<file path="config.mk">
export PLATFORM = sky130hd
export DESIGN_NAME = id_ex_stage
export DESIGN_NICKNAME = d
export VERILOG_FILES = /design/src/rtl/id_ex_stage.sv
export SDC_FILE = /design/constraint.sdc
export NUM_CORES = 1
export LEC_CHECK = 0
export ABC_AREA = 1
export CAP_MARGIN = 15
export CORE_MARGIN = 2
export CORE_UTILIZATION = 30
export DETAILED_ROUTE_END_ITERATION = 8
export PLACE_DENSITY = 0.69
export SLEW_MARGIN = 20
export SYNTH_ARGS = -nofsm -noshare
export SYNTH_HDL_FRONTEND = slang
export SYNTH_SLANG_ARGS = --single-unit
export TNS_END_PERCENT = 5
</file>
<file path="constraint.sdc">
create_clock -name clk -period 1.7 [get_ports clk]
set_input_delay 0.34 -clock clk [delete_from_list [all_inputs] [get_ports clk]]
set_output_delay 0.34 -clock clk [all_outputs]
set_load 0.05 [all_outputs]
</file>
<file path="src/rtl/id_ex_stage.sv">
// id_ex_stage: single-entry ID/EX pipeline register feeding the EX-stage ALU.
// It captures the decoded operands, the immediate and the ALU control. RAW
// hazards on rs1 and rs2 are resolved at capture by forwarding from EX/MEM and
// MEM/WB. The entry is held under a valid/ready handshake, and a flush input
// kills it.
//
// Ports:
//   clk, rst_n                    clock, synchronous active-low reset
//   in_valid / in_ready           decode-side handshake (in_ready combinational)
//   rs1_addr, rs2_addr            source register indices
//   rs1_data, rs2_data, imm       register-file read data and immediate
//   ALUsrc, ALUctrl_in            op2 select (1 = imm) and ALU operation
//   rd_addr, reg_write            destination and write enable
//   exmem_*, memwb_*              forwarding sources (rd, regwrite, value)
//   flush                         kills the held and the incoming instruction
//   out_valid / out_ready         EX-side handshake
//   ALUop1, ALUop2, ALUctrl       registered ALU inputs
//   store_data                    forwarded rs2, independent of ALUsrc
//   rd_out, reg_write_out         destination and write enable passed to EX
module id_ex_stage #(
  parameter int unsigned XLEN    = 32,
  parameter int unsigned REGADDR = 5
) (
  input  logic               clk,
  input  logic               rst_n,
  input  logic               in_valid,
  output logic               in_ready,
  input  logic [REGADDR-1:0] rs1_addr,
  input  logic [REGADDR-1:0] rs2_addr,
  input  logic [XLEN-1:0]    rs1_data,
  input  logic [XLEN-1:0]    rs2_data,
  input  logic [XLEN-1:0]    imm,
  input  logic               ALUsrc,
  input  logic [2:0]         ALUctrl_in,
  input  logic [REGADDR-1:0] rd_addr,
  input  logic               reg_write,
  input  logic [REGADDR-1:0] exmem_rd,
  input  logic               exmem_regwrite,
  input  logic [XLEN-1:0]    exmem_result,
  input  logic [REGADDR-1:0] memwb_rd,
  input  logic               memwb_regwrite,
  input  logic [XLEN-1:0]    memwb_result,
  input  logic               flush,
  output logic               out_valid,
  input  logic               out_ready,
  output logic [XLEN-1:0]    ALUop1,
  output logic [XLEN-1:0]    ALUop2,
  output logic [2:0]         ALUctrl,
  output logic [XLEN-1:0]    store_data,
  output logic [REGADDR-1:0] rd_out,
  output logic               reg_write_out
);

  logic            capture;
  logic            consume;
  logic [XLEN-1:0] fwd_rs1;
  logic [XLEN-1:0] fwd_rs2;

  // Operand forwarding: EX/MEM beats MEM/WB; x0 is never forwarded.
  function automatic logic [XLEN-1:0] fwd_sel(
    input logic [REGADDR-1:0] rs,
    input logic [XLEN-1:0]    rf_data,
    input logic [REGADDR-1:0] em_rd,
    input logic               em_we,
    input logic [XLEN-1:0]    em_val,
    input logic [REGADDR-1:0] mw_rd,
    input logic               mw_we,
    input logic [XLEN-1:0]    mw_val
  );
    logic [XLEN-1:0] res;
    res = rf_data;
    if (rs != '0) begin
      if (em_we && (em_rd == rs)) begin
        res = em_val;
      end else if (mw_we && (mw_rd == rs)) begin
        res = mw_val;
      end
    end
    return res;
  endfunction

  // Handshake and forwarding decode.
  always_comb begin
    in_ready = 1'b1;
    capture  = 1'b0;
    consume  = 1'b0;
    fwd_rs1  = '0;
    fwd_rs2  = '0;
    in_ready = !out_valid || out_ready;
    capture  = in_valid && in_ready && !flush;
    consume  = out_valid && out_ready;
    fwd_rs1  = fwd_sel(rs1_addr, rs1_data, exmem_rd, exmem_regwrite, exmem_result,
                       memwb_rd, memwb_regwrite, memwb_result);
    fwd_rs2  = fwd_sel(rs2_addr, rs2_data, exmem_rd, exmem_regwrite, exmem_result,
                       memwb_rd, memwb_regwrite, memwb_result);
  end

  // Pipeline register: reset > flush > capture > consume > hold.
  // Data fields are left untouched on flush/consume; only valid and the
  // write enable are cleared so a dead entry can never write the register file.
  always_ff @(posedge clk) begin
    if (!rst_n) begin
      out_valid     <= 1'b0;
      ALUop1        <= '0;
      ALUop2        <= '0;
      ALUctrl       <= '0;
      store_data    <= '0;
      rd_out        <= '0;
      reg_write_out <= 1'b0;
    end else if (flush) begin
      out_valid     <= 1'b0;
      reg_write_out <= 1'b0;
    end else if (capture) begin
      out_valid     <= 1'b1;
      ALUop1        <= fwd_rs1;
      ALUop2        <= ALUsrc ? imm : fwd_rs2;
      ALUctrl       <= ALUctrl_in;
      store_data    <= fwd_rs2;
      rd_out        <= rd_addr;
      reg_write_out <= reg_write;
    end else if (consume) begin
      out_valid     <= 1'b0;
      reg_write_out <= 1'b0;
    end
  end

endmodule

</file>
### Word level (Yosys, flattened, before mapping)

Cells that the tools add are included.
W data, S select, Z words.

* register bits after elaboration: 106
* word-level logic and storage cells: 38

* equality and inequality tests: 4
* muxes and demuxes: 10
* bitwise operators: 2
* reductions and logical operators: 15

Operators by type and width (count)
* $mux W32: 7
* $eq A5 B5 Y1: 4
* $reduce_bool A5 Y1: 2
* $logic_and A1 B1 Y1: 7
* $mux W1: 3
* $logic_not A1 Y1: 2
* $not A1 Y1: 2
* $reduce_and A2 Y1: 1
* $reduce_bool A2 Y1: 1
* $reduce_or A2 Y1: 1
* $logic_or A1 B1 Y1: 1

### Longest topological paths before layout

* depth after elaboration: 6
* gate-level depth with buffers: 14
* depth with buffers taken out: 12

### Least setup slack after synthesis

No wires, ideal clock.

* kind: register -> register
* start point: register out_valid
* end point: register ALUop2[13]
* setup time: 0.143 ns
* data arrival time: 2.052 ns
* setup slack: -0.495 ns
* stages on the path, launching flop included: 8
* path buffers: 2
* path through: dfxtp_1 > nand2_1 > nand3_1 > clkbuf_1 > clkbuf_1 > nor2_1 > nand2_1 > a21oi_2

* longest elaborated chain between the ends: 5

Ends and longest elaborated chain
* start: declaration: RTL line 44 `output logic out_valid,`
* start signal: assignment: RTL line 103 `out_valid <= 1'b0;`
* start signal: assignment: RTL line 111 `out_valid <= 1'b0;`
* start signal: assignment: RTL line 114 `out_valid <= 1'b1;`
* $logic_not A1 Y1: RTL line 89 `in_ready = !out_valid || out_ready;`
* $logic_or A1 B1 Y1: RTL line 89
* named net in_ready: RTL line 27 `output logic in_ready,`
* $logic_and A1 B1 Y1 (2 in a row): RTL line 90 `capture = in_valid && in_ready && !flush;`
* $reduce_and A2 Y1 (no line)
* end signal: assignment: RTL line 116 `ALUop2 <= ALUsrc ? imm : fwd_rs2;`
* end: declaration: RTL line 47 `output logic [XLEN-1:0] ALUop2,`

The timed path passes the listed nets, and every way through them passes these cells.
A chain may end at the register's enable or synchronous reset.

### Worst setup path in the final report

* start point: input memwb_rd[2]
* end point: register ALUop1[18]

* longest elaborated chain between the ends: 5

Ends and longest elaborated chain
* start: declaration: RTL line 40 `input logic [REGADDR-1:0] memwb_rd,`
* $eq A5 B5 Y1: RTL line 75 `end else if (mw_we && (mw_rd == rs)) begin`
* $logic_and A1 B1 Y1: RTL line 75
* $mux W32: RTL line 75
* $mux W32: RTL line 73 `if (em_we && (em_rd == rs)) begin`
* $mux W32: RTL line 72 `if (rs != '0) begin`
* end signal: assignment: RTL line 115 `ALUop1 <= fwd_rs1;`
* end: declaration: RTL line 46 `output logic [XLEN-1:0] ALUop1,`

No other way between the ends.

==> results.yml <==
die:
  num_rows: 54
  die_h_um: 153.3
  core_mm2: 0.02182
  die_area_mm2: 0.02349
  ios: 304
  initial_core_util: 0.3063
  die_w_um: 153.3
drt:
  ant_nets: 0
  drtIter0Drc: 349
  drcViolationCount: 0
  drt-vias-per-instance: 4.719
  wirelength_um: 29220
  first_pass_iters: 6
  wl_per_cell_um: 16.62
  vias: 8296
place:
  io_buffers: 303
  gp_congestion: 0.8814
  dp_slack_ps: -660.1
  hpwlAfterDp_um: 21350
run_status:
  status: "completed"
critical_path:
  critPathRequiredTime_ps: 1960
  crit_family: "buffers and inverters"
  crit_start: "memwb_rd[2]"
  r2r_end: "store_data[23]"
  r2r_cells: 6
  worstPathCellList: "dlygate4sd2_1, buf_4, o22ai_1, a21oi_1, nand3_4, buf_6, buf_16, o21ai_0, nand2_1, nand2_1, a21oi_1"
  setup.worst_path.start_class: "primary input"
  crit_path_top_delay_cell: "dlygate4sd2_1"
  path_buf_inv: 4
  cp_max_fo: 16
  crit_arrival_ps: 1870
  critical_path_class: "primary input to flip-flop"
  endpoint_kind: "flip-flop"
  rrSetupSlack_ps: 370
  r2r_start: "out_valid"
  slowest_delay_ps: 290
hold_path:
  hold_class: "flip-flop to flip-flop"
  holdPathEnd: "rd_out[4]"
  min_path_cells: 2
  min-delay-start: "rd_out[4]"
pwr:
  design_power_total_mw: 7.298
  power.density_mw_per_mm2: 663.4
  p_leak_nw: 5.426
  ir_drop_uv: 420.7
timing:
  finClkSkew_ps: 7.865
  max_freq_ghz: 0.6194
  setup_violations: 0
  relSlewSlack: 0.7248
  worst_slack_ps: 85.58
  finalCriticalPeriod_ps: 1614
  period_share: 0.9497
  finalHoldViolCount: 0
  tightest_slew_ps: 412.7
  maxSlewViolCount: 0
synth:
  synth_flop_cell: "dfxtp_1"
  synth_seq_area_share: 0.3174
  ys_top_cells_by_count: "nand2_1 (379), nor2_1 (182), inv_1 (120)"
  synth_area_per_cell_um2: 5.828
  yosys-top-cells-area: "dfxtp_1 (32%), nand2_1 (21%), nor2_1 (10%)"
  synth_top_cell_area_share: 0.3174
  synth_compound_area_frac: 0.1765
  synth_fa_ha_area_frac: 0
  muxShareOfSynthArea: 0
  synth_area_mm2: 0.006685
  synth_cells: 1147
  synth_top_family_by_area: "simple AND/OR/NAND/NOR gates"
  synthXorXnorAreaFrac: 0.001310
  yosysTopAreaCell: "dfxtp_1"
  synthSimpleGateAreaFrac: 0.3835
  ys_warn_count: 0
  syn-num-nets: 1344
  synth-async-reset-ratio: 0
  ys_ff_latch: 106
  synth.most_common_cell: "nand2_1"
  yosysUniqueCellTypes: 22
  synth-edff-count: 0
cts:
  cts_buffers: 9
  cts_root_buf: "clkbuf_16"
  clock_path_buffers: 2
  clock_latency_ps: 360
  cts.htree.levels: 3
  cts_tree: "built"
  clk_pin_slew_ps: 80
  clock_sink_count: 106
  cts_hold_buf: 0
global_route:
  grt_usage: 0.2388
  antenna_found_initial: 4
  overflow: 0
  grt_pass1_vias: 8094
  grt_pass1_wl_um: 44220
  grt_max_degree: 43
cells_and_area:
  syn2layout_area_growth_pct: 64.55
  fillers: 2235
  final_layout_size_suffix_gt1_frac: 0.2249
  layout.nets: 1668
flow_run:
  cap_violations: 0
## worst reg2reg max path, stage by stage, from the launching register on
cell	delay (ps)
dfxtp_2	350
nand2_4	70
nand3_2	130
inv_4	220
buf_4	240
o21ai_0	110
a21oi_1	150
## layer usage
layer,part of all wire,global-route usage
met3,0.068,0.05103
met5,0.00041,0
met1,0.42,0.2930
met4,0.024,0.07143
met2,0.49,0.4186
## per-stage QoR
stage | util | setup TNS, ps | hold slack [ps] | instances | area [µm²]
final | 0.5041 | 0 | 469.6 | 1758 | 11000
after global routing | 0.5041 | -294.2 | 497.7 | 1758 | 11000
after CTS | 0.5024 | 0 | 471.6 | 1753 | 10960
after detailed placement | 0.4665 | -49760 | 458.8 | 1720 | 10180
after global placement | 0.4665 | -50650 | 454.1 | 1720 | 10180
after floorplan | - | 0 | 484.6 | 1147 | 6698
## layout by cell type (no fill, tap or decap), types with 3 or more instances in the layout
cell | synthesis | routed
buf_4 | 1 | 152
clkbuf_2 | 0 | 11
nand3_1 | 10 | 6
nand3b_1 | 31 | 31
o21ai_1 | 0 | 15
nor2_1 | 182 | 171
buf_6 | 4 | 9
buf_12 | 0 | 21
dlygate4sd2_1 | 0 | 10
nand2_1 | 379 | 358
a21oi_1 | 84 | 76
o21ai_0 | 98 | 81
clkbuf_16 | 0 | 10
nand3_4 | 0 | 3
a21oi_2 | 27 | 34
o22ai_1 | 4 | 3
nand2_4 | 0 | 3
inv_2 | 4 | 12
inv_1 | 120 | 111
buf_16 | 0 | 7
clkdlybuf4s50_1 | 0 | 173
nor2_2 | 22 | 31
dfxtp_1 | 106 | 105
nand2_2 | 0 | 18
## what timing repair did
item | CTS | global route
hold endpoints to repair | 0 | 0
setup endpoints to repair | 96 | 68
setup buffers | 8 | 2
cloned | 9 | 2
resized for setup | 105 | 46
pin swaps | 20 | 17
## registers in the layout, summed over array words and instances, names as in the netlist
register and cells:
reg_write_out 1, store_data 32, ALUctrl 3, ALUop2 32
ALUop1 32, out_valid 1, rd_out 5
## power by group
| part | switching (mW) | total, mW | internal (mW) | leakage (nW) |
|---|---|---|---|---|
| Clock | 1.10 | 2.13 | 1.04 | 0.138 |
| Sequential | 0.0875 | 2.73 | 2.64 | 0.872 |
| Combinational | 1.43 | 2.44 | 1.01 | 4.42 |
## how the worst max path moves through the flow
stage | to | slack, ps | cells after the start
floorplan | ALUop2[22] | 30 | 6
global placement | ALUop2[31] | -670 | 15
detailed placement | ALUop2[31] | -660 | 15
CTS | ALUop2[30] | 20 | 16
global route | ALUop2[9] | -40 | 14
finish | ALUop1[18] | 90 | 11
## cell families after synthesis
| group | after synthesis |
|---|---|
| buffers and inverters | 199 |
| AOI/OAI and AO/OA | 214 |
| xor gates and xnor gates | 1 |
| DFF | 106 |
| and+or+nand+nor | 627 |
## final cells by class
type                            count  area (µm²)  area share
Timing Repair Buffer              388        3812      0.3466
Antenna cell                        2       5.005   0.0004550
Multi-Input combinational cell    842        3951      0.3592
Clock inverter                      6       61.31    0.005573
Tap cell                          280       350.3     0.03185
Clock buffer                       10       229.0     0.02081
Sequential cell                   106        2123      0.1930
Inverter                          124       467.9     0.04254
Note: power is estimated with default switching activity, not from simulation.
